===== src/rtl/fsk_pkg.sv =====
// Shared types and constants for the byte-framed 2FSK transmitter.
// Latency: n/a (declarations only).
// Backpressure: n/a.
package fsk_pkg;

  typedef enum logic [1:0] {
    IDLE  = 2'd0,
    START = 2'd1,
    DATA  = 2'd2,
    STOP  = 2'd3
  } state_t;

  localparam int          BIT_CYCLES_DEF = 2048;
  localparam logic [31:0] F0_STEP_DEF    = 32'd4194304;   // 2 carrier periods per 2048 clocks
  localparam logic [31:0] F1_STEP_DEF    = 32'd16777216;  // 8 carrier periods per 2048 clocks
  localparam int          SAMPLE_W       = 11;
  localparam int          PHASE_W        = 32;
  localparam logic [SAMPLE_W-1:0] MIDSCALE = 11'd1024;

  // Fold the top 12 phase bits into an 11-bit offset-binary triangle.
  function automatic logic [SAMPLE_W-1:0] tri_shape(input logic [PHASE_W-1:0] phase);
    logic [11:0] p;
    p = phase[PHASE_W-1 -: 12];
    return p[11] ? ~p[10:0] : p[10:0];
  endfunction

endpackage


===== src/rtl/fsk_nco.sv =====
// Phase-continuous NCO with triangle shaper producing the modulated sample.
// Latency: sample is the shaped phase register value, one clock behind the phase.
// Backpressure: none; free-running whenever en is high, midscale when en is low.
module fsk_nco
  import fsk_pkg::*;
(
  input  logic                clk,
  input  logic                rst_n,   // active-high synchronous reset despite the name
  input  logic                en,
  input  logic [PHASE_W-1:0]  step,
  output logic [SAMPLE_W-1:0] sample
);

  logic [PHASE_W-1:0] phase;

  // Accumulate phase modulo 2^32 and register the shaped sample; phase is never
  // cleared at bit boundaries so tone switches stay continuous.
  always_ff @(posedge clk) begin
    if (rst_n) begin
      phase  <= '0;
      sample <= MIDSCALE;
    end else if (en) begin
      phase  <= phase + step;
      sample <= tri_shape(phase);
    end else begin
      sample <= MIDSCALE;
    end
  end

endmodule


===== src/rtl/fsk_tx_mod.sv =====
// Byte-framed 2FSK transmitter: start bit, 8 data bits LSB-first, stop bit, BIT_CYCLES clocks each.
// Latency: first START cycle follows the accept cycle; sample reflects a new tone one clock later.
// Backpressure: in_ready is high only in IDLE; in_valid while busy is ignored and must be held.
module fsk_tx_mod
  import fsk_pkg::*;
#(
  parameter int          BIT_CYCLES = BIT_CYCLES_DEF,
  parameter logic [31:0] F0_STEP    = F0_STEP_DEF,
  parameter logic [31:0] F1_STEP    = F1_STEP_DEF,
  parameter bit          IDLE_MARK  = 1'b1
) (
  input  logic        clk,
  input  logic        rst_n,        // active-high synchronous reset despite the name
  input  logic [7:0]  in_data,
  input  logic        in_valid,
  output logic        in_ready,
  output logic [10:0] data_module,
  output logic        tx_bit,
  output logic        bit_strobe,
  output logic        busy
);

  localparam int CNT_W = (BIT_CYCLES > 1) ? $clog2(BIT_CYCLES) : 1;
  localparam logic [CNT_W-1:0] CNT_LAST = CNT_W'(BIT_CYCLES - 1);

  state_t           state, state_nxt;
  logic [CNT_W-1:0] cnt, cnt_nxt;
  logic [2:0]       bit_idx, bit_idx_nxt;
  logic [7:0]       shift, shift_nxt;
  logic             last_cyc;
  logic             nco_en;
  logic [31:0]      nco_step;

  assign last_cyc = (cnt == CNT_LAST);

  // State, cycle counter, bit index and shift register; reset aborts any frame in flight.
  always_ff @(posedge clk) begin
    if (rst_n) begin
      state   <= IDLE;
      cnt     <= '0;
      bit_idx <= '0;
      shift   <= '0;
    end else begin
      state   <= state_nxt;
      cnt     <= cnt_nxt;
      bit_idx <= bit_idx_nxt;
      shift   <= shift_nxt;
    end
  end

  // Framing FSM: next state, counters and line level for the current bit.
  always_comb begin
    state_nxt   = state;
    cnt_nxt     = cnt;
    bit_idx_nxt = bit_idx;
    shift_nxt   = shift;
    in_ready    = 1'b0;
    busy        = 1'b1;
    tx_bit      = 1'b1;
    if (state != IDLE) begin
      cnt_nxt = last_cyc ? '0 : cnt + 1'b1;
    end
    case (state)
      IDLE: begin
        in_ready = 1'b1;
        busy     = 1'b0;
        if (in_valid) begin
          state_nxt = START;
          cnt_nxt   = '0;
          shift_nxt = in_data;
        end
      end
      START: begin
        tx_bit = 1'b0;
        if (last_cyc) begin
          state_nxt   = DATA;
          bit_idx_nxt = '0;
        end
      end
      DATA: begin
        tx_bit = shift[0];
        if (last_cyc) begin
          shift_nxt   = shift >> 1;
          bit_idx_nxt = bit_idx + 1'b1;
          if (bit_idx == 3'd7) begin
            state_nxt = STOP;
          end
        end
      end
      STOP: begin
        if (last_cyc) begin
          state_nxt = IDLE;
        end
      end
      default: begin
        state_nxt = IDLE;
      end
    endcase
  end

  assign bit_strobe = (state != IDLE) && (cnt == '0);

  // With IDLE_MARK clear the idle line parks at midscale and the phase is frozen.
  assign nco_en   = IDLE_MARK || (state != IDLE);
  assign nco_step = tx_bit ? F1_STEP : F0_STEP;

  fsk_nco u_nco (
    .clk    (clk),
    .rst_n  (rst_n),
    .en     (nco_en),
    .step   (nco_step),
    .sample (data_module)
  );

endmodule


===== config.mk =====
export PLATFORM = sky130hd
export DESIGN_NAME = fsk_tx_mod
export DESIGN_NICKNAME = d
export VERILOG_FILES = /design/src/rtl/fsk_pkg.sv /design/src/rtl/fsk_nco.sv /design/src/rtl/fsk_tx_mod.sv
export SDC_FILE = /design/constraint.sdc
export NUM_CORES = 1
export LEC_CHECK = 0
export ABC_CLOCK_PERIOD_IN_PS = 2800
export CAP_MARGIN = 5
export CORE_AREA = 2 2 62 87
export DETAILED_ROUTE_END_ITERATION = 12
export DIE_AREA = 0 0 64 89
export PLACE_DENSITY_LB_ADDON = 0.08
export SYNTH_ARGS = -nofsm -noshare
export SYNTH_HDL_FRONTEND = slang
export SYNTH_SLANG_ARGS = --single-unit

===== constraint.sdc =====
create_clock -name clk -period 2.8 [get_ports clk]
set_clock_uncertainty 0.2 [all_clocks]
set_input_delay 0.84 -clock clk [delete_from_list [all_inputs] [get_ports clk]]
set_output_delay 0.84 -clock clk [all_outputs]
set_load 0.05 [all_outputs]

==> results.yml <==
floorplanning:
  number_of_top_level_pins: 26
  placeable_core_area_mm2: 0.00484
  starting_density_of_the_core_pct: 45.0
  die_w_um: 64
  dieHeight_um: 89
  placement_rows: 30
  floorplan.die_area_mm2: 0.00570
global_route:
  overflow: 0
  antenna_found_initial: 0
  grt_pass1_wl_mm: 8.43
  grt_pass1_vias: 1788
  globalRouteTotalUtil_pct: 19.1
  grt_start_max_net_pins: 25
timing:
  report.final.setup_viol: 0
  final.setup.tns_ns: 0
  worst_slew_margin_rel_pct: 58.4
  achievable-frequency_ghz: 0.374
  timing.final.crit_period_ns: 2.67
  timing.hold.ws_ns: 0.286
  drv_slew: 0
  fin_crit_sh_pct: 95.5
  rsz0062_at_grt: "no"
  hold_vio_cnt_final: 0
  worst_pin_slew_ns: 0.618
synthesis:
  synth_area_mm2: 0.00218
  post_synth_num_cell_types: 47
  synthesis.nets: 259
  seq_area_frac_synth_pct: 40.4
  syn_avg_cell_area_um2: 9.20
  synth-seq-cells: 44
  synthesis.instances: 237
  synthesis.yosys.warnings: 0
critical_path:
  worst-setup-path-type: "reg -> out"
  critical_path.startpoint_type: "register"
  worst_path_max_delay_cell: "mux2_2"
  worst_path_dominant_cell_family: "multiplexers"
  required_time_worst_endpoint_ns: 1.76
  worst_setup_path_startpoint: "state[0]"
  critical_path.cell_chain: "inv_2 > ha_1 > inv_1 > mux2_2 > buf_12"
  critical_path_peak_fanout: 4
  worst-path-buf-inv: 3
  timing.critical_path.slowest_cell_delay_ns: 0.40
  timing.critical_path.arrival_ns: 1.63
  critPathCaptureType: "primary output"
  r2r_start: "state[0]"
cells_and_area:
  final_core_utilization_pct: 55.3
  antenna_diode_count: 0
  syn_to_final_growth_pct: 23.0
  nets: 287
  fraction_of_final_layout_cells_with_drive_strength_greater_than_1_pct: 13.9
  stdcell_area_mm2: 0.00268
clock_tree:
  clock_root_buffer: "clkbuf_8"
  numCtsBuffers: 5
  cts-hold-fix-buffers: 0
  insertion_delay_ns: 0.29
  tritoncts: "built"
  path_clk_slew_ns: 0.09
  htree_levels: 2
  cts.path.max_buffers: 2
  clock_sink_count: 44
detailed_routing:
  dr_wl_cell_um: 14.7
  drt_first_pass_iters: 4
  wirelength_mm: 4.86
  ant_nets: 0
  remaining_drc_errors: 0
  drt_first_iter_violations: 151
  drt-vias-per-instance: 5.52
  route.vias.total: 1823
power_and_ir_drop:
  p_int_w: 0.00152
  comb_power_share_pct: 47.7
  p_leak_nw: 0.965
  vdd_drop_max_v: 0.000503
  power_switching_share_pct: 40.2
  pwr_density_cell_mw_per_mm2: 950
  net-switching-power_w: 0.00102
  pwr-share-clk_pct: 19.0
  seq_power_share_pct: 33.3
min_path:
  min-delay-start: "bit_idx[1]"
  min-delay-path-class: "reg -> reg"
placement:
  gpl.final_weighted_congestion: 0.765
  hpwl_mm: 3.51
  io_buffers: 25
  detailed_place.area_mm2: 0.00257
run:
  maxCapViolCount: 0
run_status:
  run_status: "completed"
==> placed cells by master (no fill, tap or decap), drive strengths merged, types with 2 or more instances in the layout <==
master | synthesis | routed
a31oi | 9 | 9
nor2b | 5 | 5
clkbuf | 5 | 6
nand4 | 6 | 6
o21ai | 6 | 6
a311oi | 7 | 7
a2bb2oi | 2 | 2
nor4 | 4 | 4
nand2 | 13 | 13
nand3 | 7 | 7
or4 | 2 | 2
a21oi | 15 | 15
nor3 | 3 | 3
inv | 11 | 11
buf | 9 | 14
mux2i | 8 | 8
ha | 11 | 11
xnor2 | 17 | 17
nor2 | 27 | 27
or3 | 5 | 5
xor2 | 2 | 2
clkdlybuf4s50 | 0 | 21
and4 | 2 | 2
nor4b | 2 | 2
dfxtp | 44 | 44
==> power groups by stage <==
| stage | Clock [W] | Combinational, W | Sequential, W |
|---|---|---|---|
| 2_1_floorplan | 0 | 0.000884 | 0.000888 |
| 3_3_place_gp | 0 | 0.00122 | 0.000860 |
| 3_5_place_dp | 0 | 0.00122 | 0.000862 |
| 4_1_cts | 0.000497 | 0.00123 | 0.000848 |
| 5_1_grt | 0.000532 | 0.00134 | 0.000865 |
| 6_report | 0.000484 | 0.00121 | 0.000848 |
==> layer usage <==
metal	up-vias	routed length [µm]	share of wire, %	track usage, %
met2	38	2510	52	33.6
met3	12	198	4.1	4.91
met4	0	126	2.6	8.89
li1	913	-	-	-
met5	-	0	0	0
met1	860	2030	42	21.6
==> cells by family (layout without fill, tap and decap cells) <==
kind of cell	after synthesis	after routing	share of synthesized area, %
AND/OR/NAND/NOR	80	80	19.5
AO/OA/AOI/OAI	49	49	16.8
flip-flops	44	44	40.4
buffers and inverters	25	54	5.11
XOR/XNOR	19	19	7.63
adder cells (fa/ha/maj)	11	11	6.31
multiplexers	9	9	4.19
==> worst paths after layout <==
kind | to | slack, ns | cells after the start
worst max-delay path | tx_bit | 0.13 | 5
worst min-delay path | bit_idx[1] | 0.29 | 2
worst max register to register | u_nco.phase[30] | 0.21 | 11
worst min register to register | bit_idx[1] | 0.29 | 2
==> repair_timing <==
action / 4_1_cts / 5_1_grt
gates resized for setup: 1 / 0
endpoints found under the setup margin: 1 / 1
setup buffers: 0 / 0
pin swaps: 0 / 1
==> cell usage after synthesis, drive strengths merged <==
cell	count	area, µm²
or3	5	31.3
a2111oi	1	10.0
nor3	3	15.0
clkbuf	5	20.0
a41oi	1	8.76
nor4	4	25.0
and4	2	17.5
o41ai	1	27.5
dfxtp	44	881
nor2	27	109
nand4	6	52.6
nand3b	1	7.51
buf	9	50.1
a221oi	1	8.76
nand2	13	48.8
mux2	1	11.3
and3	1	6.26
a41o	1	10.0
nor3b	1	7.51
a2bb2oi	2	17.5
or4	2	15.0
nor2b	5	31.3
inv	11	41.3
a31oi	9	56.3
a311oi	7	73.8
a2111o	1	11.3
a22oi	1	7.51
xnor2	17	149
o21ai	6	30.0
nand3	7	35.0
nor4b	2	17.5
nand2b	1	6.26
mux2i	8	80.1
a21oi	15	82.6
xor2	2	17.5
o311ai	1	8.76
o211ai	1	7.51
o22ai	1	6.26
ha	11	138
==> state kept, by name (all words and copies together), names as in the netlist <==
register and cells:
cnt 11, shift 8, bit_idx 3, u_nco.sample 10, u_nco.phase 10, state 2
==> area by class of cell <==
type,count,area (µm²)
Clock buffer,6,72.6
Clock inverter,2,35.0
Fill cell,444,2160
Inverter,11,41.3
Multi-Input combinational cell,168,1230
Sequential cell,44,883
Tap cell,64,80.1
Timing Repair Buffer,35,340
==> stage by stage <==
stage | std cells | power [W] | setup WS, ns
CTS | 330 | 0.00258 | 0.0203
floorplan | 237 | 0.00177 | 0.0623
detailed placement | 322 | 0.00208 | 0.218
finish | 330 | 0.00255 | 0.125
global placement | 322 | 0.00208 | 0.296
global route | 330 | 0.00273 | 0.00192
==> worst reg2reg max path: cells and delay by family (launching register included) <==
kind | cells | cell delay [ns]
AO/OA/AOI/OAI | 1 | 0.11
adder cells (fa/ha/maj) | 3 | 0.56
buffers and inverters | 3 | 0.27
multiplexers | 1 | 0.40
AND/OR/NAND/NOR | 2 | 0.41
flip-flops | 1 | 0.38
XOR/XNOR | 1 | 0.16
Note: power is estimated with default switching activity, not from simulation.
==> edit: new RTL, same settings <==
`IDLE_MARK`: 1'b1 -> 1'b0.
--- a/src/rtl/fsk_tx_mod.sv
+++ b/src/rtl/fsk_tx_mod.sv
@@ -8,5 +8,5 @@
   parameter logic [31:0] F0_STEP    = F0_STEP_DEF,
   parameter logic [31:0] F1_STEP    = F1_STEP_DEF,
-  parameter bit          IDLE_MARK  = 1'b1
+  parameter bit          IDLE_MARK  = 1'b0
 ) (
   input  logic        clk,
Formal check against the unedited RTL: not equivalent (a bounded check fails within 4 cycles, from zero or initial values and one cycle with rst_n high).
==> edit against the original RTL <==
- final area down 4.0%
- synthesized area down 3.3%
- worst setup slack gained 0.050 ns
- critical path type unchanged
- sequential share of layout area up 1.3 points
- final cell count shrank 1.5%
- count of clock-buffer cells in the layout down 1
- routed wire length shrank 17%
- largest power group unchanged
- total power decreased by 5.6%
- utilization decreased by 2.2 points
- sequential cell count unchanged
- synthesized cell count down 0.84%
- register-to-register slack better by 0.21 ns
==> edit: results (changes against the original RTL) <==
\begin{tabular}{lr}
\hline
Metric & Value \\
\hline
\multicolumn{2}{l}{\textbf{Yosys}} \\
\quad Post-synth cell types & 38 (-19\%) \\
\quad Biggest area contributors in the synthesized netlist & sky130\_fd\_sc\_hd\_\_dfxtp\_1, sky130\_fd\_sc\_hd\_\_ha\_1, sky130\_fd\_sc\_hd\_\_nor2\_1 \\
\quad Xor/xnor cell area share of the yosys netlist & 0.0831 (+0.00679) \\
\quad Synthesized-area fraction occupied by adder cells & 0.0653 (+0.00217) \\
\quad Compound-Gate Fraction of Synth Area & 0.136 (-0.0322) \\
\multicolumn{2}{l}{\textbf{Worst setup path}} \\
\quad Largest delay contributor family on the critical path & flip-flops \\
\quad Reg-to-reg endpoint & u\_nco.phase[28]\$\_SDFFE\_PP0N\_ \\
\quad CP arrival & 1.59 ns (-0.04 ns) \\
\quad Worst setup path endpoint & bit\_strobe \\
\quad Largest incremental delay on the critical path & 0.38 ns (-0.02 ns) \\
\quad Register-to-register setup slack & 0.42 ns (+0.21 ns) \\
\quad Maximum fanout along the worst path & 10 (+6) \\
\multicolumn{2}{l}{\textbf{Global route}} \\
\quad Total GRT Usage & 0.158 (-0.0328) \\
\quad Number of global-route vias before repair & 1535 (-14\%) \\
\quad First-pass GRT wire length & 7.02 mm (-17\%) \\
\quad Pin count of the biggest net entering global routing & 30 (+20\%) \\
\multicolumn{2}{l}{\textbf{Detailed routing}} \\
\quad Drt initial violations & 95 (-37\%) \\
\quad Metal1 wirelength & 1.79 mm (-12\%) \\
\quad Vias post-DR & 1651 (-9.4\%) \\
\quad Length of routed met2 wiring & 2.04 mm (-19\%) \\
\quad Routed wire length on met3 & 123 microns (-38\%) \\
\quad Routed wirelength normalized by instance count & 12.4 microns (-16\%) \\
\multicolumn{2}{l}{\textbf{Placed design}} \\
\quad Post-detailed-placement half-perimeter wirelength & 2.83 mm (-19\%) \\
\quad Placed inst area & 2460 sq um (-4.3\%) \\
\multicolumn{2}{l}{\textbf{Power}} \\
\quad Maximum VDD drop & 0.000637 V (+27\%) \\
\multicolumn{2}{l}{\textbf{Layout}} \\
\quad Final net count & 282 (-1.7\%) \\
\quad Layout cells sized above 1 & 0.111 (-0.0280) \\
\multicolumn{2}{l}{\textbf{Outcome}} \\
\quad Status & complete, no violations \\
\hline
\end{tabular}
-- edit: worst reg2reg max path: cells and delay by family, from the launching register on --
| family | cells | cell delay, ns |
|---|---|---|
| AO/OA/AOI/OAI | 1 | 0.07 |
| XOR/XNOR | 1 | 0.17 |
| adder cells (fa/ha/maj) | 3 | 0.56 |
| buffers and inverters | 2 | 0.15 |
| flip-flops | 1 | 0.38 |
| multiplexers | 1 | 0.32 |
| AND/OR/NAND/NOR | 3 | 0.41 |
-- edit: repair_timing --
action	CTS	global route
endpoints found under the setup margin	0	1
hold buffers	0	0
buffers inserted	0	0
resized for setup	0	1
-- edit: final cells by class --
cell class | count | area share
Clock inverter | 3 | 0.0180
Timing Repair Buffer | 31 | 0.121
Clock buffer | 5 | 0.0268
Multi-Input combinational cell | 170 | 0.447
Tap cell | 64 | 0.0311
Inverter | 8 | 0.0136
Sequential cell | 44 | 0.343
-- edit: routing by layer --
| metal | GRT usage | vias up |
|---|---|---|
| li1 | - | 862 |
| met1 | 0.185 | 752 |
| met2 | 0.275 | 31 |
| met3 | 0.0390 | 6 |
| met4 | 0.0692 | 0 |
| met5 | 0 | - |
-- edit: how the worst min path moves through the flow --
| stage | to | slack, ns |
|---|---|---|
| after floorplan | bit_idx[1]$_SDFFE_PP0P_ | 0.24 |
| after global placement | bit_idx[1]$_SDFFE_PP0P_ | 0.24 |
| after detailed placement | bit_idx[1]$_SDFFE_PP0P_ | 0.26 |
| after CTS | bit_idx[1]$_SDFFE_PP0P_ | 0.27 |
| after global routing | bit_idx[2]$_SDFFE_PP0P_ | 0.29 |
| final | bit_idx[1]$_SDFFE_PP0P_ | 0.27 |
-- edit: where the power goes --
group,switching [uW],internal (uW),leakage (uW)
clock,236,269,0.0000548
combinational,644,452,0.000540
sequential,77.8,725,0.000358
